$ cat src/rtl/id_ex_stage.sv
// -----------------------------------------------------------------------------
// id_ex_stage
//   Decode-to-execute pipeline register with a one-entry skid buffer.
//   Source operands are resolved once, when an instruction is captured:
//   either from EX/MEM and MEM/WB forwarding (MEM wins), or, in the default
//   build, by stalling decode while a register hazard is outstanding.
//
//   Configuration macro: ID_EX_FORWARD_EN
//     defined   -> forwarding muxes on rs1/rs2 at capture
//     undefined -> no forwarding; in_ready drops on a RAW hazard against a
//                  held entry or an in-flight fwd_mem / fwd_wb writer
//
//   Ports
//     clk, rst                        clock, async active-high reset
//     in_valid / in_ready             decode handshake
//     in_rs1_data, in_rs2_data        register-file read data
//     in_rs1_addr, in_rs2_addr        source register indices
//     in_imm, in_use_imm              immediate and B-select
//     in_ALUop, in_Unsigned           ALU control
//     in_rd, in_reg_write             destination and write-enable
//     fwd_mem_*, fwd_wb_*             EX/MEM and MEM/WB results
//     flush                           drop all held entries
//     out_valid / out_ready           ALU handshake
//     A, B, ALUop, Unsigned           ALU operands and control
//     out_rd, out_reg_write           destination and write-enable
// -----------------------------------------------------------------------------
module id_ex_stage (
    input  logic        clk,
    input  logic        rst,
    input  logic        in_valid,
    output logic        in_ready,
    input  logic [31:0] in_rs1_data,
    input  logic [31:0] in_rs2_data,
    input  logic [4:0]  in_rs1_addr,
    input  logic [4:0]  in_rs2_addr,
    input  logic [31:0] in_imm,
    input  logic        in_use_imm,
    input  logic [2:0]  in_ALUop,
    input  logic        in_Unsigned,
    input  logic [4:0]  in_rd,
    input  logic        in_reg_write,
    input  logic        fwd_mem_we,
    input  logic [4:0]  fwd_mem_rd,
    input  logic [31:0] fwd_mem_data,
    input  logic        fwd_wb_we,
    input  logic [4:0]  fwd_wb_rd,
    input  logic [31:0] fwd_wb_data,
    input  logic        flush,
    output logic        out_valid,
    input  logic        out_ready,
    output logic [31:0] A,
    output logic [31:0] B,
    output logic [2:0]  ALUop,
    output logic        Unsigned,
    output logic [4:0]  out_rd,
    output logic        out_reg_write
);

    typedef struct packed {
        logic [31:0] a;
        logic [31:0] b;
        logic [2:0]  op;
        logic        uns;
        logic [4:0]  rd;
        logic        we;
    } entry_t;

    entry_t      r_main;
    entry_t      r_skid;
    logic        r_main_valid;
    logic        r_skid_valid;

    entry_t      w_cap;
    logic [31:0] w_rs1_val;
    logic [31:0] w_rs2_val;
    logic        w_up;
    logic        w_down;

`ifdef ID_EX_FORWARD_EN
    // Register 0 is hard-wired, so it is never forwarded; MEM is younger
    // than WB and therefore takes priority.
    function automatic logic [31:0] f_resolve(
        input logic [4:0]  rs,
        input logic [31:0] rf_data,
        input logic        mem_we,
        input logic [4:0]  mem_rd,
        input logic [31:0] mem_data,
        input logic        wb_we,
        input logic [4:0]  wb_rd,
        input logic [31:0] wb_data
    );
        if (rs != 5'd0 && mem_we && mem_rd == rs)
            return mem_data;
        else if (rs != 5'd0 && wb_we && wb_rd == rs)
            return wb_data;
        else
            return rf_data;
    endfunction

    assign w_rs1_val = f_resolve(in_rs1_addr, in_rs1_data, fwd_mem_we, fwd_mem_rd,
                                 fwd_mem_data, fwd_wb_we, fwd_wb_rd, fwd_wb_data);
    assign w_rs2_val = f_resolve(in_rs2_addr, in_rs2_data, fwd_mem_we, fwd_mem_rd,
                                 fwd_mem_data, fwd_wb_we, fwd_wb_rd, fwd_wb_data);

    // Depends only on registered state, so out_ready never reaches in_ready.
    assign in_ready  = !r_skid_valid;
`else
    logic w_hazard;
    logic w_unused_fwd_data;

    // True when a writer of rd would change a source the new instruction
    // actually reads (rs2 is ignored when B comes from the immediate).
    function automatic logic f_targets(
        input logic [4:0] rd,
        input logic       we,
        input logic [4:0] rs1,
        input logic [4:0] rs2,
        input logic       use_imm
    );
        return we && (rd != 5'd0) && ((rd == rs1) || (!use_imm && (rd == rs2)));
    endfunction

    assign w_rs1_val = in_rs1_data;
    assign w_rs2_val = in_rs2_data;

    // A held entry stalls decode even if it is leaving this cycle; this keeps
    // out_ready off the in_ready path.
    assign w_hazard =
        (r_main_valid && f_targets(r_main.rd, r_main.we, in_rs1_addr, in_rs2_addr, in_use_imm)) ||
        (r_skid_valid && f_targets(r_skid.rd, r_skid.we, in_rs1_addr, in_rs2_addr, in_use_imm)) ||
        f_targets(fwd_mem_rd, fwd_mem_we, in_rs1_addr, in_rs2_addr, in_use_imm) ||
        f_targets(fwd_wb_rd,  fwd_wb_we,  in_rs1_addr, in_rs2_addr, in_use_imm);

    assign in_ready          = !r_skid_valid && !w_hazard;
    assign w_unused_fwd_data = ^{fwd_mem_data, fwd_wb_data};
`endif

    // NOTE: every field gets a value on every pass, so no latch is inferred.
    always_comb begin
        w_cap.a   = w_rs1_val;
        w_cap.b   = in_use_imm ? in_imm : w_rs2_val;
        w_cap.op  = in_ALUop;
        w_cap.uns = in_Unsigned;
        w_cap.rd  = in_rd;
        w_cap.we  = in_reg_write;
    end

    assign w_up   = in_valid && in_ready;
    assign w_down = r_main_valid && out_ready;

    // NOTE: payload registers are reset too, so the ALU outputs read zero
    // during reset; all state updates use non-blocking assignments.
    always_ff @(posedge clk or posedge rst) begin
        if (rst) begin
            r_main_valid <= 1'b0;
            r_skid_valid <= 1'b0;
            r_main       <= '0;
            r_skid       <= '0;
        end else if (flush) begin
            r_main_valid <= 1'b0;
            r_skid_valid <= 1'b0;
        end else if (w_down) begin
            if (r_skid_valid) begin
                // Skid full means in_ready was low: no upstream transfer here.
                r_main       <= r_skid;
                r_skid_valid <= 1'b0;
            end else if (w_up) begin
                r_main       <= w_cap;
            end else begin
                r_main_valid <= 1'b0;
            end
        end else if (w_up) begin
            if (!r_main_valid) begin
                r_main       <= w_cap;
                r_main_valid <= 1'b1;
            end else begin
                r_skid       <= w_cap;
                r_skid_valid <= 1'b1;
            end
        end
    end

    assign out_valid     = r_main_valid;
    assign A             = r_main.a;
    assign B             = r_main.b;
    assign ALUop         = r_main.op;
    assign Unsigned      = r_main.uns;
    assign out_rd        = r_main.rd;
    assign out_reg_write = r_main.we;

endmodule
$ cat config.mk
export PLATFORM = sky130hd
export DESIGN_NAME = id_ex_stage
export DESIGN_NICKNAME = d
export VERILOG_FILES = /design/src/rtl/id_ex_stage.sv
export SDC_FILE = /design/constraint.sdc
export NUM_CORES = 1
export LEC_CHECK = 0
export ABC_AREA = 1
export BUFFER_PORTS_ARGS = -buffer_cell sky130_fd_sc_hd__buf_2
export CAP_MARGIN = 20
export CORE_MARGIN = 4
export CORE_UTILIZATION = 55
export CTS_CLUSTER_SIZE = 25
export DETAILED_ROUTE_END_ITERATION = 12
export PLACE_DENSITY = 0.92
export SYNTH_ARGS = -nofsm -noshare
export SYNTH_HDL_FRONTEND = slang
export SYNTH_SLANG_ARGS = --single-unit
$ cat constraint.sdc
create_clock -name clk -period 9.7 [get_ports clk]
set_input_delay 0.485 -clock clk [delete_from_list [all_inputs] [get_ports clk]]
set_output_delay 0.485 -clock clk [all_outputs]
set_load 0.03 [all_outputs]
---- Word level (Yosys, flattened, before mapping) ----
Index checks and enable logic that the tools add are counted.
storage, ports and cells
  bits in writable memories ............... 0
  input bits .............................. 198
  flip-flop bits (word level) ............. 150
  output and inout bits ................... 76
  memory bits (read-only) ................. 0
  memories ................................ 0
  latch bits .............................. 0
operators by class
  reductions and logical operators ........ 39
  $lt $le $gt $ge ......................... 0
  bitwise logic cells ..................... 2
  shift-type cells ........................ 0
  eq/ne operators ......................... 11
  divide/modulo/power cells ............... 0
  multiplexer cells ....................... 15
  add/subtract/negate cells ............... 0
  $mul .................................... 0
operators with widths
  operator              count
  $mux W74              5
  $eq A5 B5 Y1          8
  $mux W32              1
  $reduce_bool A5 Y1    4
  $logic_and A1 B1 Y1   17
  $mux W1               9
  $reduce_and A4 Y1     2
  $logic_or A1 B1 Y1    7
  $ne A3 B3 Y1 const B  2
  $reduce_bool A3 Y1    2
  $reduce_bool A2 Y1    2
  $logic_not A1 Y1      3
  $reduce_and A3 Y1     1
  $ne A2 B1 Y1 const B  1
  $not A1 Y1            2
  $reduce_and A2 Y1     1

---- Logic depth before layout (Yosys ltp) ----
Gate-level depths: netlist (run 1).
  depth after elaboration ................. 15
  mapped depth ............................ 16
  mapped depth without buffers ............ 14

---- Worst setup path after synthesis (run 1) ----
No wires, ideal clock.
  kind .................................... register -> register
  start point ............................. register r_main (netlist bit out_rd[2])
  end point ............................... register r_skid[42] (netlist name)
  clock period less this slack ............ 2.025 ns
  path buffers ............................ 2
  cell stages (with the launch flop) ...... 14
  arrival time ............................ 1.907 ns
  path slack .............................. 7.675 ns
  data required time ...................... 9.582 ns
  cells stage by stage .................... dfrtp_1 inv_1 nor2_1 nor2_1 nand3_1 nand2_1 nand2_1 nand2_2 nor2_2 nand4_1 buf_4 buf_6 nand2_1 nand2_1
between the ends
  longest elaborated chain between the ends .. 12
  elaborated cells between the ends (all ways) .. 15
ends and longest elaborated chain
  item                                    RTL line  source
  start: declaration                      68        entry_t r_main;
  start signal: assignment                165       r_main <= r_skid;
  start signal: assignment                168       r_main <= w_cap;
  start signal: assignment                174       r_main <= w_cap;
  $eq A5 B5 Y1                            120       return we && (rd != 5'd0) && ((rd == rs1) || (!use_imm && (rd == rs2)));
  $logic_and A1 B1 Y1                     120
  $logic_or A1 B1 Y1                      120
  $logic_and A1 B1 Y1 (*)                 120
  $logic_and A1 B1 Y1 (*)                 129       (r_main_valid && f_targets(r_main.rd, r_main.we, in_rs1_addr, in_rs2_addr, in_use_imm)) ||
  $logic_or A1 B1 Y1 (*)                  129
  $logic_or A1 B1 Y1 (*)                  130       (r_skid_valid && f_targets(r_skid.rd, r_skid.we, in_rs1_addr, in_rs2_addr, in_use_imm)) ||
  $logic_or A1 B1 Y1 (*)                  131       f_targets(fwd_mem_rd, fwd_mem_we, in_rs1_addr, in_rs2_addr, in_use_imm) ||
  $logic_not A1 Y1 (*)                    134       assign in_ready = !r_skid_valid && !w_hazard;
  $logic_and A1 B1 Y1 (*)                 134
  named net in_ready                      31        output logic in_ready,
  $logic_and A1 B1 Y1 (*)                 148       assign w_up = in_valid && in_ready;
  $reduce_and A4 Y1 (no source line) (*)  n/a
  end signal: assignment                  177       r_skid <= w_cap;
  end: declaration                        69        entry_t r_skid;
Mark *: on every way through the listed nets, which the timed path passes. The rest lies on a longest branch.
A chain may end at the register's enable or synchronous reset.

---- Worst setup path after layout (run 1) ----
  start point ............................. input port in_use_imm
  end point ............................... register r_skid[36] (netlist name)
between the ends
  longest elaborated chain between the ends .. 12
  elaborated cells between the ends (all ways) .. 23
ends and longest elaborated chain
  item                                    RTL line  source
  start: declaration                      37        input logic in_use_imm,
  $logic_not A1 Y1                        120
  $logic_and A1 B1 Y1                     120
  $logic_or A1 B1 Y1                      120
  $logic_and A1 B1 Y1                     120
  $logic_and A1 B1 Y1 (on tied branches)  129, 130
  $logic_or A1 B1 Y1                      129
  $logic_or A1 B1 Y1                      130
  $logic_or A1 B1 Y1                      131
  $logic_not A1 Y1                        134
  $logic_and A1 B1 Y1                     134
  $logic_and A1 B1 Y1                     148
  $reduce_and A4 Y1 (no source line)      n/a
Several ways; a longest one is shown, not always the timed one.

==> results of run 1 <==
stage by stage:
stage | worst slack [ns] | cell area (um^2)
finish | 6.54 | 9450
detailed placement | 6.18 | 8830
CTS | 6.57 | 9450
global route | 6.31 | 9450
floorplan | 5.18 | 7860
global placement | 6.26 | 8830
registers in the layout (all words and copies together), names as in the netlist:
| name | cells |
|---|---|
| r_skid | 74 |
| out_valid | 1 |
| Unsigned | 1 |
| r_skid_valid | 1 |
| B | 32 |
| A | 32 |
| ALUop | 3 |
| out_reg_write | 1 |
| out_rd | 5 |
layer usage:
metal | GRT usage (%) | vias to the layer above | part of all wire [%]
met5 | 0 | - | 0
met3 | 4.68 | 40 | 7.8
met2 | 45.2 | 366 | 49
li1 | - | 3640 | -
met1 | 35.6 | 3570 | 41
met4 | 8.08 | 0 | 1.8
cell type report:
class,instances,area [um^2]
well taps,180,225
clock buffers,20,447
clock inverters,12,175
fillers,1123,4480
multi-input cells,781,3600
inverters,34,135
repair buffers,218,1110
flip-flops and latches,150,3750
cell usage in the layout (no fill, tap or decap), types with 2 or more instances in the layout:
master      instances
clkbuf_16          17
a31oi_1            32
inv_2               2
dfrtp_1           150
clkinv_2            3
nand2_1           478
xnor2_1             3
clkinvlp_4          3
inv_1              30
nor2_4              3
nor2_1             52
inv_6               3
buf_4               9
clkbuf_1            2
o21ai_0             3
buf_2             209
nand4_1             3
bufinv_16           4
mux2_2             42
nand2_2             3
nand3_1           156
final timing paths:
check                                     from          to  slack [ns]
worst max-delay path                in_use_imm  r_skid[36]        6.54
worst min-delay path                       rst       B[25]        0.20
worst max register to register       out_rd[4]       B[29]        6.98
worst min register to register           A[25]       A[25]        0.46
max in group asynchronous                  rst   r_skid[6]        8.14
min in group clk                in_rs1_data[9]  r_skid[51]        0.31
cell families after synthesis:
group,count (synthesis)
flops,150
mux,42
compound gates,38
buf+inv,100
xor+xnor,3
simple gates,698
power by group through the flow:
stage | sequential [mW] | combinational [mW] | clock [mW]
after global placement | 0.878 | 0.525 | 0
after floorplan | 1.01 | 0.242 | 0
after CTS | 0.879 | 0.546 | 0.704
after detailed placement | 0.886 | 0.543 | 0
final | 0.882 | 0.542 | 0.697
after global routing | 0.899 | 0.598 | 0.731
==> flow_summary.ini, run 1 <==
[logic_synthesis]
synth_xor_area_share_pct = 0.335
synth-edff-count = 0
synth_nets = 1229
synth_area_um2 = 7860
synth_simple_gate_area_share_pct = 36.1
netlist.top_cell.by_area = dfrtp_1
synth-main-ff-cell = dfrtp_1
synthTopCellsByArea = dfrtp_1, nand2_1, nand3_1, mux2_2, nor2_1
ys_seq_area_share_pct = 47.8
synth_most_common_cell = nand2_1
synthAdderAreaFrac_pct = 0
synth_common_cells = nand2_1, nand3_1, dfrtp_1
synth_mux_area_share_pct = 6.02
synth_async_sr_flop_share_pct = 100
ys_types = 23
synth_top_family_by_area = simple AND/OR/NAND/NOR gates
ys_seq_elements = 150
syn_area_per_cell_um2 = 7.62
synthCells = 1031
yosys_warnings = 0
synth.top_cell.area_share_pct = 47.8
synth_compound_area_share_pct = 3.01

[sta]
min_period_ns = 3.16
holdWs_ns = 0.197
tightest_slew_ns = 0.950
fin_worst_skew_ns = 0.0112
rsz0062_at_grt = false
fmax_mhz = 316
slew_viol_final = 0
finalSetupViolations = 0
relSlewSlack_pct = 36.7
hold_viol = 0
post-route-period-util_pct = 32.6
finalSetupTns_ns = 0

[power]
intPower_mw = 1.39
cellPowerDensity_nw_per_um2 = 224
p_seq_share_pct = 41.6
p_leak_nw = 5.48
power_switching_mw = 0.727
pwr-share-comb_pct = 25.5
power_mw = 2.12
switching_share_pct = 34.3
clkPwrFrac_pct = 32.9
ir_drop_v = 0.000115

[place]
placed_cells = 1363
numPortBuffers = 209
dp_hpwl_um = 13800
gp_congestion = 0.864

[route]
vias = 7616
drcViolationCount = 0
drt_iter0_markers = 649
routed_wl_um = 21600
ant_nets = 0
vias_per_cell = 5.46
dr.pass1.iters = 5
post_drt_wl_per_cell_um = 15.5

[run]
drv.max_cap_violation_count = 0

[grt]
grt_pass1_wl_um = 35500
antenna_found_initial = 0
grt_max_degree = 89
track_usage_pct = 26.8
grt_pass1_vias = 7324
grt-ovfl-total = 0

[cts]
clk_pin_slew_ns = 0.06
htreeDepth = 4
clock_latency_ns = 0.42
cts_hold_buf = 0
clk_path_buf_depth = 2
cts_tree = built
cts.sinks = 150
numCtsBuffers = 17
cts_resized = 0
cts-root-buf = clkbuf_16
postCtsSetupRepairBufs = 0

[layout]
instances_no_fill = 1395
fin_util_pct = 67.8
antenna_cells = 0
drive_gt1_share_pct = 25.0
fin_nets = 1400
area_delta_synth_final_pct = 20.4

[setup_path]
worst-path-buf-inv = 3
crit_type = in2reg
critPathSlowestCell = nor2_4
critPathRequiredTime_ns = 10.05
arrival_ns = 3.51
worstPathCellList = buf_2 -> inv_4 -> nand2_1 -> nor2_1 -> nand3_1 -> nand2_1 -> a21oi_2 -> nand3_2 -> nor2_4 -> buf_4 -> nand3_1 -> nand2_1
cpMostUsedCell = nand2_1
startpoint_type = input pin
reg2reg_depth = 15
cp-end-kind = flop
critPathMaxFanout = 47
critPathMaxStageDelay_ns = 0.58
crit_cells = 12
critical-path-top-delay-family = buffers and inverters

[floorplanning]
dieArea_um2 = 16300
coreArea_um2 = 13900
initial_core_util_pct = 56.4
rows = 43
die_w_um = 128
io_pins = 274
die_h_um = 128

[run_status]
status = complete, no violations

[min_path]
hold_class = in2async
Note: power is estimated with default switching activity, not from simulation.
==> run 2, diff against run 1 <==
- ABC_AREA: 1 -> 0
- CORE_UTILIZATION: 55 -> 44
- PLACE_DENSITY: 0.92 -> 0.81
- clock period: 9.7 -> 2.8 ns (I/O delays scaled with it)
==> run 2 against run 1 <==
  * Core utilization is 6.9 points lower
  * Critical path depth decreased by 6
  * Non-clock buffer count rose by 53
  * Clock power rose to 3.2 times the previous value
  * Routed wire length shrank 19%
  * Cell count is 25% lower
  * Die area up 9.3%
  * Via count shrank 29%
  * Hold slack got worse by 0.16 ns
  * Sequential power increased to 3.6 times the previous value
  * Global-route usage shrank 6.7 points
  * Final area is 1.3% lower
  * Critical endpoint is now in_ready
  * Largest cell class unchanged
  * Largest power group unchanged
  * Highest routed layer unchanged
==> flow_summary.ini, run 2 <==
[logic_synthesis]
synth-edff-count = 0
synthCells = 572
ys_types = 30
syn_area_per_cell_um2 = 12.1
synth_common_cells = dfrtp_1, inv_1, mux2i_1
synth-main-ff-cell = dfrtp_1
synth_async_sr_flop_share_pct = 100
ys_seq_elements = 150
netlist.top_cell.by_area = dfrtp_1
synth_area_um2 = 6910
synth_nets = 770
ys_seq_area_share_pct = 54.3
synthTopCellsByArea = dfrtp_1, mux2i_1, mux2_2, o221a_2, a221oi_1
synth.top_cell.area_share_pct = 54.3
yosys_warnings = 0
synth_most_common_cell = dfrtp_1

[route]
post_drt_wl_per_cell_um = 16.7
dr.pass1.iters = 5
drt_iter0_markers = 257
ant_nets = 0
drcViolationCount = 0
vias = 5392
routed_wl_um = 17600
vias_per_cell = 5.14

[layout]
top_register = r_skid
area_delta_synth_final_pct = 35.0
drive_gt1_share_pct = 41.6
largest_reg_flops = 74
layout_common_cells = buf_2, dfrtp_1, inv_1
fin_nets = 1024
layout_commonest_cell = buf_2
antenna_cells = 0
fin_util_pct = 60.9

[floorplanning]
dieArea_um2 = 17800
rows = 45
die_w_um = 133
initial_core_util_pct = 45.1
coreArea_um2 = 15300
io_pins = 274
die_h_um = 133

[run_status]
status = complete, no violations

[setup_path]
r2r-start = out_rd[0]
reg2reg_depth = 7
critPathMaxStageDelay_ns = 0.44
reg2reg_to = r_skid[31]
cp-end-kind = output port
crit_path_end = in_ready
worstPathCellList = or3_1 -> o311a_1 -> a222oi_1 -> buf_4 -> nor2b_1 -> buf_2
critPathMaxFanout = 7
critPathRequiredTime_ns = 2.66
rrSetupSlack_ns = 0.18
crit_type = reg2out
critPathLaunch = out_rd[0]
critPathSlowestCell = dfrtp_2
arrival_ns = 2.50
startpoint_type = flop

[place]
dp_hpwl_um = 11600
gp_congestion = 0.833
numPortBuffers = 209
dp_worst_setup_slack_ns = 0.177

[cts]
clk_path_buf_depth = 2
cts.sinks = 150
htreeDepth = 4
clock_latency_ns = 0.41
cts-root-buf = clkbuf_16
clk_pin_slew_ns = 0.06
cts_tree = built
cts_resized = 0
numCtsBuffers = 17

[sta]
finalSetupTns_ns = 0
hold_viol = 0
rsz0062_at_grt = false
post-route-period-util_pct = 94.3
fin_worst_skew_ns = 0.00682
fmax_mhz = 379
relSlewSlack_pct = 65.5
finalSetupViolations = 0
setup_slack_ns = 0.161
min_period_ns = 2.64
slew_viol_final = 0
tightest_slew_ns = 0.517

[run]
drv.max_cap_violation_count = 0

[grt]
grt_pass1_wl_um = 28800
track_usage_pct = 20.1
grt_max_degree = 84
antenna_found_initial = 0
grt-ovfl-total = 0
grt_pass1_vias = 5622

[power]
ir_drop_v = 0.000548
p_leak_nw = 4.34
power_mw = 7.40
cellPowerDensity_nw_per_um2 = 793

[min_path]
hold_class = in2reg
==> run 2: cell count changes after synthesis, sizes merged, moves of 24 or more <==
cell    change
o221a      +42
inv        +33
nor2       -24
nand3     -152
a221oi     +32
xnor2      +24
nand2     -478
a31oi      -30
nand2b     +42
mux2i      +64
==> run 2: cells by family after synthesis <==
family / count (synthesis) / synth area share [%]
compound gates: 88 / 12.4
buf+inv: 103 / 6.12
mux: 106 / 16.1
flops: 150 / 54.3
simple gates: 95 / 7.28
xor+xnor: 30 / 3.80
==> run 2: routing by layer <==
metal  share of wire, %  track usage [%]
met1                 42             25.0
met2                 49             33.4
met3                7.5             6.46
met4                1.7             6.57
met5                  0                0
==> run 2: power breakdown <==
group | leakage, nW | switching (mW) | internal (mW)
registers | 1.70 | 0.346 | 2.80
clock network | 0.286 | 0.885 | 1.36
logic | 2.36 | 1.13 | 0.889
total | 4.34 | 2.36 | 5.04
==> run 2: cell type report <==
class                   instances  area [um^2]
fillers                      1253         5980
flip-flops and latches        150         3760
multi-input cells             319         2750
repair buffers                271         1720
clock buffers                  20          457
well taps                     211          264
inverters                      67          255
clock inverters                12          126
==> run 2: worst min-delay path by stage <==
stage	startpoint	to	slack, ns	cells after the start
3_3_place_gp	rst	B[20]	0.08	2
2_1_floorplan	flush	out_valid	0.20	1
5_1_grt	in_rs2_data[7]	r_skid[17]	0.05	3
3_5_place_dp	rst	B[27]	0.07	2
6_report	in_rs2_data[7]	r_skid[17]	0.04	3
4_1_cts	in_rs2_data[7]	r_skid[17]	0.03	3
==> run 2: metrics by stage <==
stage / cell area (um^2) / std cells / hold WS [ns]
3_3_place_gp: 8300 / 973 / 0.0753
5_1_grt: 9330 / 1050 / 0.0537
6_report: 9330 / 1050 / 0.0422
2_1_floorplan: 6920 / 572 / 0.203
4_1_cts: 9330 / 1050 / 0.0325
3_5_place_dp: 8300 / 973 / 0.0749
==> run 2: what timing repair did <==
item | CTS | global route
buffers inserted | 0 | 0
hold endpoints to repair | 140 | 0
hold buffers | 45 | 0
==> run 2: critical path: cells and delay by family (launching register included) <==
family	cells	cell delay, ns
AOI/OAI and AO/OA	2	0.68
buffers and inverters	2	0.45
DFF	1	0.44
and+or+nand+nor	2	0.52
==> run 3, diff against run 2 <==
- PLACE_DENSITY: 0.81 -> 0.87
==> run 3 against run 2 <==
  * Hold slack improved by 0.012 ns
  * Clock skew increased by 0.0057 ns
  * Critical path type is now reg2reg
  * Count of clock-buffer cells in the layout unchanged
  * Clock power increased by 8%
  * First-iteration DRC count increased by 27%
  * Combinational power about the same
  * Register-to-register slack got worse by 0.16 ns
  * Via count increased by 2.4%
  * Routed wire length increased by 4.6%
==> flow_summary.ini, run 3 (synthesized netlist as in run 2, its figures left out) <==
[run_status]
status = complete, no violations

[layout]
top_register = r_skid
antenna_cells = 0
fin_nets = 1024
area_delta_synth_final_pct = 35.6
largest_reg_flops = 74
layout_commonest_cell = buf_2
layout_common_cells = buf_2, dfrtp_1, inv_1
instances_no_fill = 1050
drive_gt1_share_pct = 41.7

[cts]
clk_pin_slew_ns = 0.06
cts-root-buf = clkbuf_16
cts_tree = built
clock_latency_ns = 0.41
htreeDepth = 4
cts.sinks = 150
numCtsBuffers = 17
clk_path_buf_depth = 2

[power]
ir_drop_v = 0.000508
cellPowerDensity_nw_per_um2 = 813
p_leak_nw = 4.35
power_mw = 7.62

[setup_path]
r2r-start = out_rd[0]
critPathRequiredTime_ns = 3.09
arrival_ns = 3.08
critPathMaxFanout = 36
cp-end-kind = flop
critPathLaunch = out_rd[0]
crit_type = reg2reg
reg2reg_depth = 7
startpoint_type = flop

[sta]
fmax_mhz = 359
post-route-period-util_pct = 99.5
tightest_slew_ns = 0.867
fin_worst_skew_ns = 0.0125
relSlewSlack_pct = 42.1
min_period_ns = 2.78
slew_viol_final = 0
hold_viol = 0
finalSetupViolations = 0

[route]
vias_per_cell = 5.26
vias = 5523
ant_nets = 0
post_drt_wl_per_cell_um = 17.5
drcViolationCount = 0
routed_wl_um = 18400
drt_iter0_markers = 326
dr.pass1.iters = 5

[floorplanning]
initial_core_util_pct = 45.1
die_w_um = 133
die_h_um = 133
rows = 45
dieArea_um2 = 17800
coreArea_um2 = 15300
io_pins = 274

[run]
drv.max_cap_violation_count = 0

[grt]
grt-ovfl-total = 0
grt_pass1_vias = 5711
met1_usage_pct = 24.5
track_usage_pct = 20.3
antenna_found_initial = 0
busiest_layer = met2
grt_max_degree = 151
grt_pass1_wl_um = 29000
grt_use_met2_pct = 34.8
use_met3_pct = 6.00

[min_path]
worstHoldPathCells = 3
hold_class = in2reg
min_from = in_rs2_data[6]

[place]
numPortBuffers = 209
gp_congestion = 0.837
dp_hpwl_um = 11900
placed_cells = 969
run 3: cell types whose count changed in the layout (fill, tap and decap cells not counted):
cell,before,now
clkinv_4,2,1
bufinv_16,2,3
clkinv_2,5,1
a31oi_2,1,0
buf_12,8,5
buf_6,0,1
buf_4,9,10
inv_8,0,1
inv_6,1,4
clkbuf_8,2,3
clkbuf_1,1,0
a31oi_4,0,2
run 3: worst paths after layout:
| check | to | slack, ns |
|---|---|---|
| setup reg to reg | r_skid[52] | 0.02 |
| setup / recovery | r_skid[52] | 0.02 |
| min in group asynchronous | B[0] | 0.51 |
| hold reg to reg | r_skid[5] | 0.50 |
| max in group asynchronous | out_rd[1] | 1.64 |
| hold / removal | r_skid[16] | 0.05 |
run 3: per-layer routing:
layer,up-vias,part of all wire [%]
li1,2545,-
met1,2695,41
met2,248,49
met3,35,8.3
met4,0,1.9
met5,-,0
run 3: area by class of cell:
type / instances / area (um^2)
repair buffers: 270 / 1680
inverters: 67 / 255
multi-input cells: 320 / 2780
well taps: 211 / 264
flip-flops and latches: 150 / 3760
clock inverters: 12 / 165
fillers: 1196 / 5940
clock buffers: 20 / 467
run 3: what timing repair did:
action                                  in CTS  in global routing
hold buffers                                45                  0
resized for setup                            0                  2
endpoints found under the setup margin       0                 27
setup buffers                                0                  3
hold endpoints to repair                    67                  0
run 3: critical path, cell delays in order (launching register included):
cell and delay, ns:
dfrtp_2 0.44, or3_1 0.37, o311a_1 0.31, a222oi_1 0.47, buf_4 0.19, and4_4 0.26, buf_12 0.22, mux2_2 0.38
run 3: report_power, final:
part / total (mW) / internal [mW] / switching (mW)
Clock: 2.42 / 1.49 / 0.932
Combinational: 2.04 / 0.890 / 1.15
Sequential: 3.15 / 2.79 / 0.356
run 3: stage by stage:
step | setup WS (ns) | cell area [um^2] | hold slack (ns) | setup TNS, ns | utilization [%]
CTS | 0.0768 | 9320 | 0.0251 | 0 | 60.9
floorplan | 0.00349 | 6920 | 0.203 | 0 | -
finish | 0.0151 | 9370 | 0.0544 | 0 | 61.2
global placement | 0.220 | 8240 | 0.346 | 0 | 53.8
detailed placement | 0.128 | 8240 | 0.345 | 0 | 53.8
global route | -0.0400 | 9370 | 0.0544 | -1.05 | 61.2
